$ cat config.mk
export PLATFORM = sky130hd
export DESIGN_NAME = lsu_mem_port
export DESIGN_NICKNAME = d
export VERILOG_FILES = /design/src/rtl/lsu_mem_port.sv
export SDC_FILE = /design/constraint.sdc
export NUM_CORES = 1
export LEC_CHECK = 0
export ABC_AREA = 1
export BUFFER_PORTS_ARGS = -buffer_cell sky130_fd_sc_hd__buf_2
export CORE_UTILIZATION = 45
export DETAILED_ROUTE_END_ITERATION = 6
export GPL_TIMING_DRIVEN = 0
export PLACE_DENSITY = 0.79
export SLEW_MARGIN = 10
export SYNTH_ARGS = -nofsm -noshare
export SYNTH_HDL_FRONTEND = slang
export SYNTH_SLANG_ARGS = --single-unit
$ cat constraint.sdc
create_clock -name clk -period 1.59 [get_ports clk]
set_input_delay 0.2385 -clock clk [delete_from_list [all_inputs] [get_ports clk]]
set_output_delay 0.2385 -clock clk [all_outputs]
set_load 0.01 [all_outputs]
$ cat src/rtl/lsu_mem_port.sv
// RV32I load/store unit: runs one LB/LH/LW/LBU/LHU/SB/SH/SW at a time on a word-wide data bus.
// Define LSU_ALIGN_CHECK_EN to fault misaligned accesses and illegal funct3 instead of executing them.
module lsu_mem_port #(
    parameter int RegWidth     = 32,
    parameter int RegAddrWidth = 5
) (
    input  logic                    clk,
    input  logic                    nRst,
    input  logic                    req_valid,
    output logic                    req_ready,
    input  logic                    req_store,
    input  logic [2:0]              req_funct3,
    input  logic [RegWidth-1:0]     req_addr,
    input  logic [RegWidth-1:0]     req_wdata,
    input  logic [RegAddrWidth-1:0] req_rd,
    output logic                    mem_valid,
    input  logic                    mem_ready,
    output logic                    mem_we,
    output logic [RegWidth-1:0]     mem_addr,
    output logic [RegWidth-1:0]     mem_wdata,
    output logic [3:0]              mem_wstrb,
    input  logic                    mem_rvalid,
    input  logic [RegWidth-1:0]     mem_rdata,
    output logic                    wb_valid,
    output logic [RegAddrWidth-1:0] wb_rd,
    output logic [RegWidth-1:0]     wb_data,
    output logic                    err_valid,
    output logic [RegWidth-1:0]     err_addr,
    output logic                    err_store
);

    typedef enum logic [1:0] {IDLE, REQ, RDWAIT} state_t;

    state_t                  state;
    logic [2:0]              funct3_q;
    logic [1:0]              addr_lo_q;
    logic [RegAddrWidth-1:0] rd_q;

    logic                    fault;
    logic [RegWidth-1:0]     fmt_wdata;
    logic [3:0]              fmt_wstrb;
    logic [7:0]              byte_lane;
    logic [15:0]             half_lane;
    logic [RegWidth-1:0]     load_data;

    // The error pulse cycle is the only time IDLE refuses a new request.
    assign req_ready = (state == IDLE) && !err_valid;

`ifdef LSU_ALIGN_CHECK_EN
    always_comb begin
        fault = 1'b0;
        if (req_store) begin
            case (req_funct3)
                3'b000:  fault = 1'b0;
                3'b001:  fault = req_addr[0];
                3'b010:  fault = |req_addr[1:0];
                default: fault = 1'b1;
            endcase
        end else begin
            case (req_funct3)
                3'b000, 3'b100: fault = 1'b0;
                3'b001, 3'b101: fault = req_addr[0];
                3'b010:         fault = |req_addr[1:0];
                default:        fault = 1'b1;
            endcase
        end
    end
`else
    assign fault = 1'b0;
`endif

    // Lane replication lets memory pick the addressed bytes purely from the strobes.
    always_comb begin
        fmt_wdata = req_wdata;
        fmt_wstrb = 4'b1111;
        case (req_funct3)
            3'b000: begin
                fmt_wdata = {4{req_wdata[7:0]}};
                fmt_wstrb = 4'b0001 << req_addr[1:0];
            end
            3'b001: begin
                fmt_wdata = {2{req_wdata[15:0]}};
                fmt_wstrb = 4'b0011 << {req_addr[1], 1'b0};
            end
            default: begin
            end
        endcase
    end

    always_comb begin
        byte_lane = mem_rdata[{addr_lo_q, 3'b000} +: 8];
        half_lane = mem_rdata[{addr_lo_q[1], 4'b0000} +: 16];
        load_data = mem_rdata;
        case (funct3_q)
            3'b000:  load_data = {{24{byte_lane[7]}}, byte_lane};
            3'b001:  load_data = {{16{half_lane[15]}}, half_lane};
            3'b100:  load_data = {24'b0, byte_lane};
            3'b101:  load_data = {16'b0, half_lane};
            default: load_data = mem_rdata;
        endcase
    end

    always_ff @(posedge clk or negedge nRst) begin
        if (!nRst) begin
            state     <= IDLE;
            funct3_q  <= 3'b000;
            addr_lo_q <= 2'b00;
            rd_q      <= '0;
            mem_valid <= 1'b0;
            mem_we    <= 1'b0;
            mem_addr  <= '0;
            mem_wdata <= '0;
            mem_wstrb <= 4'b0000;
            wb_valid  <= 1'b0;
            wb_rd     <= '0;
            wb_data   <= '0;
            err_valid <= 1'b0;
            err_addr  <= '0;
            err_store <= 1'b0;
        end else begin
            wb_valid  <= 1'b0;
            err_valid <= 1'b0;
            case (state)
                IDLE: begin
                    if (req_valid && req_ready) begin
                        if (fault) begin
                            err_valid <= 1'b1;
                            err_addr  <= req_addr;
                            err_store <= req_store;
                        end else begin
                            state     <= REQ;
                            funct3_q  <= req_funct3;
                            addr_lo_q <= req_addr[1:0];
                            rd_q      <= req_rd;
                            mem_valid <= 1'b1;
                            mem_we    <= req_store;
                            mem_addr  <= {req_addr[RegWidth-1:2], 2'b00};
                            mem_wdata <= req_store ? fmt_wdata : '0;
                            mem_wstrb <= req_store ? fmt_wstrb : 4'b0000;
                        end
                    end
                end
                REQ: begin
                    if (mem_ready) begin
                        mem_valid <= 1'b0;
                        state     <= mem_we ? IDLE : RDWAIT;
                    end
                end
                RDWAIT: begin
                    if (mem_rvalid) begin
                        wb_valid <= 1'b1;
                        wb_rd    <= rd_q;
                        wb_data  <= load_data;
                        state    <= IDLE;
                    end
                end
                default: state <= IDLE;
            endcase
        end
    end

endmodule

Word-level counts from Yosys, hierarchy flattened

Index checks and enable logic that the tools add are counted.

Reduce and logical (&&, ||, !) cells: 9
Shifts and indexed selects: 4
Equality and inequality tests: 9
Multiplexer cells: 15

Operators by type and width:

| operator                                                                | count |
|---|---|
| 32-bit case mux with 4 select lines                                     | 1 |
| 32-bit case mux with 2 select lines                                     | 1 |
| 32-bit 2-to-1 mux                                                       | 1 |
| 32-bit by 6-bit variable part select with 16-bit output                 | 1 |
| 32-bit by 6-bit variable part select with 8-bit output                  | 1 |
| 2-bit 2-to-1 mux                                                        | 4 |
| 4-bit case mux with 2 select lines                                      | 1 |
| 3-bit by 1-bit == test with 1-bit output, second input constant         | 2 |
| 3-bit == test, second input constant                                    | 2 |
| 3-bit logical NOT                                                       | 2 |
| 2-bit case mux with 3 select lines                                      | 1 |
| 3-bit AND reduction                                                     | 2 |
| 1-bit 2-to-1 mux                                                        | 4 |
| 4-bit 2-to-1 mux                                                        | 1 |
| 2-bit inequality test, second input constant                            | 2 |
| 2-bit AND reduction                                                     | 2 |
| 1-bit by 2-bit << shifter with 4-bit output, first input constant       | 1 |
| 2-bit by 2-bit << shifter with 4-bit output, first input constant       | 1 |
| 2-bit by 1-bit == test with 1-bit output, second input constant         | 1 |
| 2-bit == test, second input constant                                    | 1 |
| 2-bit logical NOT                                                       | 1 |
| 2-bit by 1-bit inequality test with 1-bit output, second input constant | 1 |
| 1-bit case mux with 2 select lines                                      | 1 |
| 2-bit nonzero test                                                      | 1 |
| 1-bit logical AND                                                       | 1 |

Output and inout bits: 143
Register bits: 118
Word-level logic and storage cells: 49

Depth between registers and ports, before layout

Depth in word-level cells: 4
Depth in mapped cells: 11

Worst setup path before layout

Ideal clock, no wire load.

Path type: register to register
Start: register state[1]
End: register mem_wdata[30]
Buffers on the path: 2
Cell stages (with the launch flop): 7
Data arrival time: 1.163 ns
Path slack: 0.297 ns
Data required time: 1.460 ns
Path through: dfrtp_1 -> nor2_4 -> nand2_4 -> buf_4 -> buf_4 -> nand2_1 -> o21ai_0

Longest elaborated chain between the ends: 3

Ends and longest elaborated chain:

| element                                | RTL line | source |
|---|---|---|
| start, declared                        | 34       | `state_t state;` |
| start signal, assigned                 | 146      | `state <= mem_we ? IDLE : RDWAIT;` |
| 2-bit logical NOT *                    | 47       | `assign req_ready = (state == IDLE) && !err_valid;` |
| named net req_ready                    | 10       | `output logic req_ready,` |
| 1-bit logical AND                      | 125      | `if (req_valid && req_ready) begin` |
| 2-bit AND reduction (no source line) * | n/a      |  |
| end signal, assigned                   | 138      | `mem_wdata <= req_store ? fmt_wdata : '0;` |
| end, declared                          | 20       | `output logic [RegWidth-1:0] mem_wdata,` |

The timed path passes the listed nets; every way through them passes the cells marked *.
A chain may end at the register's enable or synchronous reset.

Final worst setup path

Start: register funct3_q[1]
End: register wb_data[28]

Longest elaborated chain between the ends: 2
Elaborated cells on any way between the ends: 5

Ends and longest elaborated chain:

| element                               | RTL line | source |
|---|---|---|
| start, declared                       | 35       | `logic [2:0] funct3_q;` |
| start signal, assigned                | 132      | `funct3_q <= req_funct3;` |
| 3-bit == test (tied with other cells) | 94       | `case (funct3_q)` |
| 32-bit case mux with 4 select lines * | 94       |  |
| end signal, assigned                  | 153      | `wb_data <= load_data;` |
| end, declared                         | 26       | `output logic [RegWidth-1:0] wb_data,` |

Mark *: on every way between the ends. The rest lies on a longest branch, timed or not.

==> results.txt <==
Root Buffer: clkbuf_16
min-delay src: req_addr[6]
CTS Buf Count: 17
final weighted congestion in routability-driven placement: 0.910
Crit path top cell by count: nand2_1
Max clock buf depth: 2
Slowest cell on crit path: dfrtp_1
static leakage: 4.52 nW
Synth cell types: 26
Setup Fix Bufs, Post-CTS: 0
Cell Rows: 41
clock-pin slew on the worst setup and hold paths: 0.05 ns
met1 GRT Util: 0.311
CP Class: register to register
critical path arrival: 1.84 ns
Routed WL per cell: 14.0 um
crit path launch type: register
PwrDens: 2010 nW/um^2
CTS tree: yes
Crit. Startpoint: funct3_q[1]
max-cap viol count: 0
Vias: 5662
worst vdd ir: 1.05 mV
CP Capture Type: register
largest net degree at the start of global routing: 67
die footprint: 13300 um^2
clk_skew: 0.00571 ns
top cell family by delay on the critical path: simple AND/OR/NAND/NOR gates
Slew @ Worst Pin: 0.528 ns
first-pass GRT wire length: 25800 um
CP Cell Sequence: buf_6, inv_6, nand2_1, nor2_2, nand2_2, buf_4, nand3_1, nand2_1, inv_1
gr busiest metal: met2
fin util: 0.634
Fmax: 673 MHz
starting density of the core: 0.461
Cells after Synth: 723
Tot GR Track Use: 0.255
layout cells sized above 1: 0.332
Yosys reg bits: 118
RSZ-0062 raised after global routing: no
Final nets: 1105
Horiz. Die Dim: 116 um
Ports: 253
Min-Delay Path Class: input pin to register
met2 usage: 0.423
clk_lat worst skew: 0.42 ns
CP bufs+invs: 4
initial antenna violation count: 0
Area Growth Syn to Fin: 37.3%
final instance area: 7960 um^2
Synth Area per Inst: 8.02 um^2
grt total ovfl: 0
Pre-antenna DRT Iters: 7
Final Max Slew Viols: 0
final cell count without fillers: 1180
fin crit period: 1.49 ns
CTS Sinks: 118
PortBufs: 216
status: finished clean
Post-DP HPWL: 12200 um
H-tree lvl count: 4
final setup fails: 0
antenna diode count: 0
initial drt markers: 462
DRC Markers: 0
relative slew slack: 0.648
Via density: 4.80
count of warnings emitted by yosys: 0
pre-CTS WS: 0.0964 ns
Hold Fails Final Rpt: 0
peak fanout along the critical path: 10
register area share after synthesis: 0.509
reg2reg start: funct3_q[1]
Synth Cell Area: 5800 um^2
setup ws final: 0.105 ns
die height: 116 um
Worst EP required: 1.94 ns
vias in the first global route: 5339
CP peak stage delay: 0.37 ns
Final period util: 0.934
Post-Route WL: 16500 um
Placed Cells incl. Taps: 1147
M3 GR Usage: 0.0753
Area after DPL: 7260 um^2
Post-DRT Antenna Nets: 0
core area: 12600 um^2
## tightest hold or removal path: cells and delay by family
kind / cells / cell delay [ns]
and+or+nand+nor: 2 / 0.08
buffers and inverters: 1 / 0.07
## where the power goes
| group | leakage (nW) | switching, mW | internal [mW] |
|---|---|---|---|
| clock | 0.327 | 1.37 | 3.02 |
| combinational | 2.73 | 3.85 | 2.51 |
| sequential | 1.47 | 0.789 | 4.47 |
| total | 4.52 | 6.01 | 10.0 |
## cells in the final DEF, fill, tap and decap left out
cell type        n
o21ai_0         51
buf_4           45
o21ai_1         35
nand2_2          3
inv_2            5
nor2_4           1
inv_1           55
bufinv_16        6
or2_2            1
nor2_2           5
or2_1           15
inv_6            2
conb_1          36
a21oi_1         46
o22ai_1          8
dfrtp_1        118
clkbuf_8         2
clkbuf_1        10
clkbuf_16       17
nand3b_1         2
buf_2          229
nand3_1         28
nand2_1        255
buf_16           1
dlygate4sd3_1    1
clkinvlp_4       2
clkinv_4         1
nor2_1          13
nand2_4          2
buf_6            6
nand3_2          3
nand3_4          1
clkinv_2         2
nor2_8           1
## metrics by stage
step	total power, mW	hold WS, ns	TNS, ns
after detailed placement	11.6	0.218	0
final	16.0	0.0147	0
after floorplan	9.12	-0.0571	0
after global placement	11.4	0.434	-137.67
after global routing	17.1	0.0142	0
after CTS	16.1	0.00294	0
## sequential cells by signal, indices dropped and copies added (netlist names)
signal / cells
mem_addr: 30
wb_data: 32
state: 2
addr_lo_q: 2
rd_q: 5
funct3_q: 3
wb_valid: 1
mem_we: 1
mem_wstrb: 4
wb_rd: 5
mem_valid: 1
mem_wdata: 32
## routing by layer
layer / routed length, um / vias to the layer above
li1: - / 2762
met1: 6640 / 2584
met2: 7760 / 277
met3: 1620 / 39
met4: 488 / 0
met5: 0 / -
## cells by family (layout without fill, tap and decap cells)
| logic type | after synthesis | in the layout | synth area share |
|---|---|---|---|
| buf+inv | 134 | 384 | 0.126 |
| flops | 118 | 118 | 0.509 |
| compound gates | 140 | 140 | 0.123 |
| other cells | 1 | 36 | 0.000647 |
| simple gates | 330 | 330 | 0.241 |
## cell type report
cell class,count,area [um^2]
multi-input cells,506,2260
flip-flops and latches,118,2950
clock inverters,12,223
well taps,172,215
fillers,1126,4610
plain buffers,73,498
clock buffers,20,457
repair buffers,218,1120
inverters,61,234
## synth_stat cells (all sizes together)
library cell / instances / share of area
o21ai: 86 / 0.074
or2: 16 / 0.017
nor2: 20 / 0.019
conb: 1 / 0.00065
nand2: 260 / 0.17
buf: 64 / 0.080
clkbuf: 9 / 0.0058
nand3: 32 / 0.031
dfrtp: 118 / 0.51
nand3b: 2 / 0.0026
a21oi: 46 / 0.040
inv: 61 / 0.040
o22ai: 8 / 0.0086
## worst paths after layout
check	slack [ns]	endpoint	cells past startpoint
setup / recovery	0.10	wb_data[28]	9
hold / removal	0.01	mem_addr[6]	3
setup reg to reg	0.10	wb_data[28]	9
hold reg to reg	0.47	wb_data[15]	2
max in group asynchronous	0.54	mem_wdata[8]	3
min in group asynchronous	0.35	wb_data[25]	2
## what timing repair did
item,4_1_cts,5_1_grt
gates resized for setup,0,3
endpoints found under the setup margin,0,6
hold buffers,1,0
hold endpoints to repair,52,0
No activity file was read; power rests on OpenSTA's default activity.
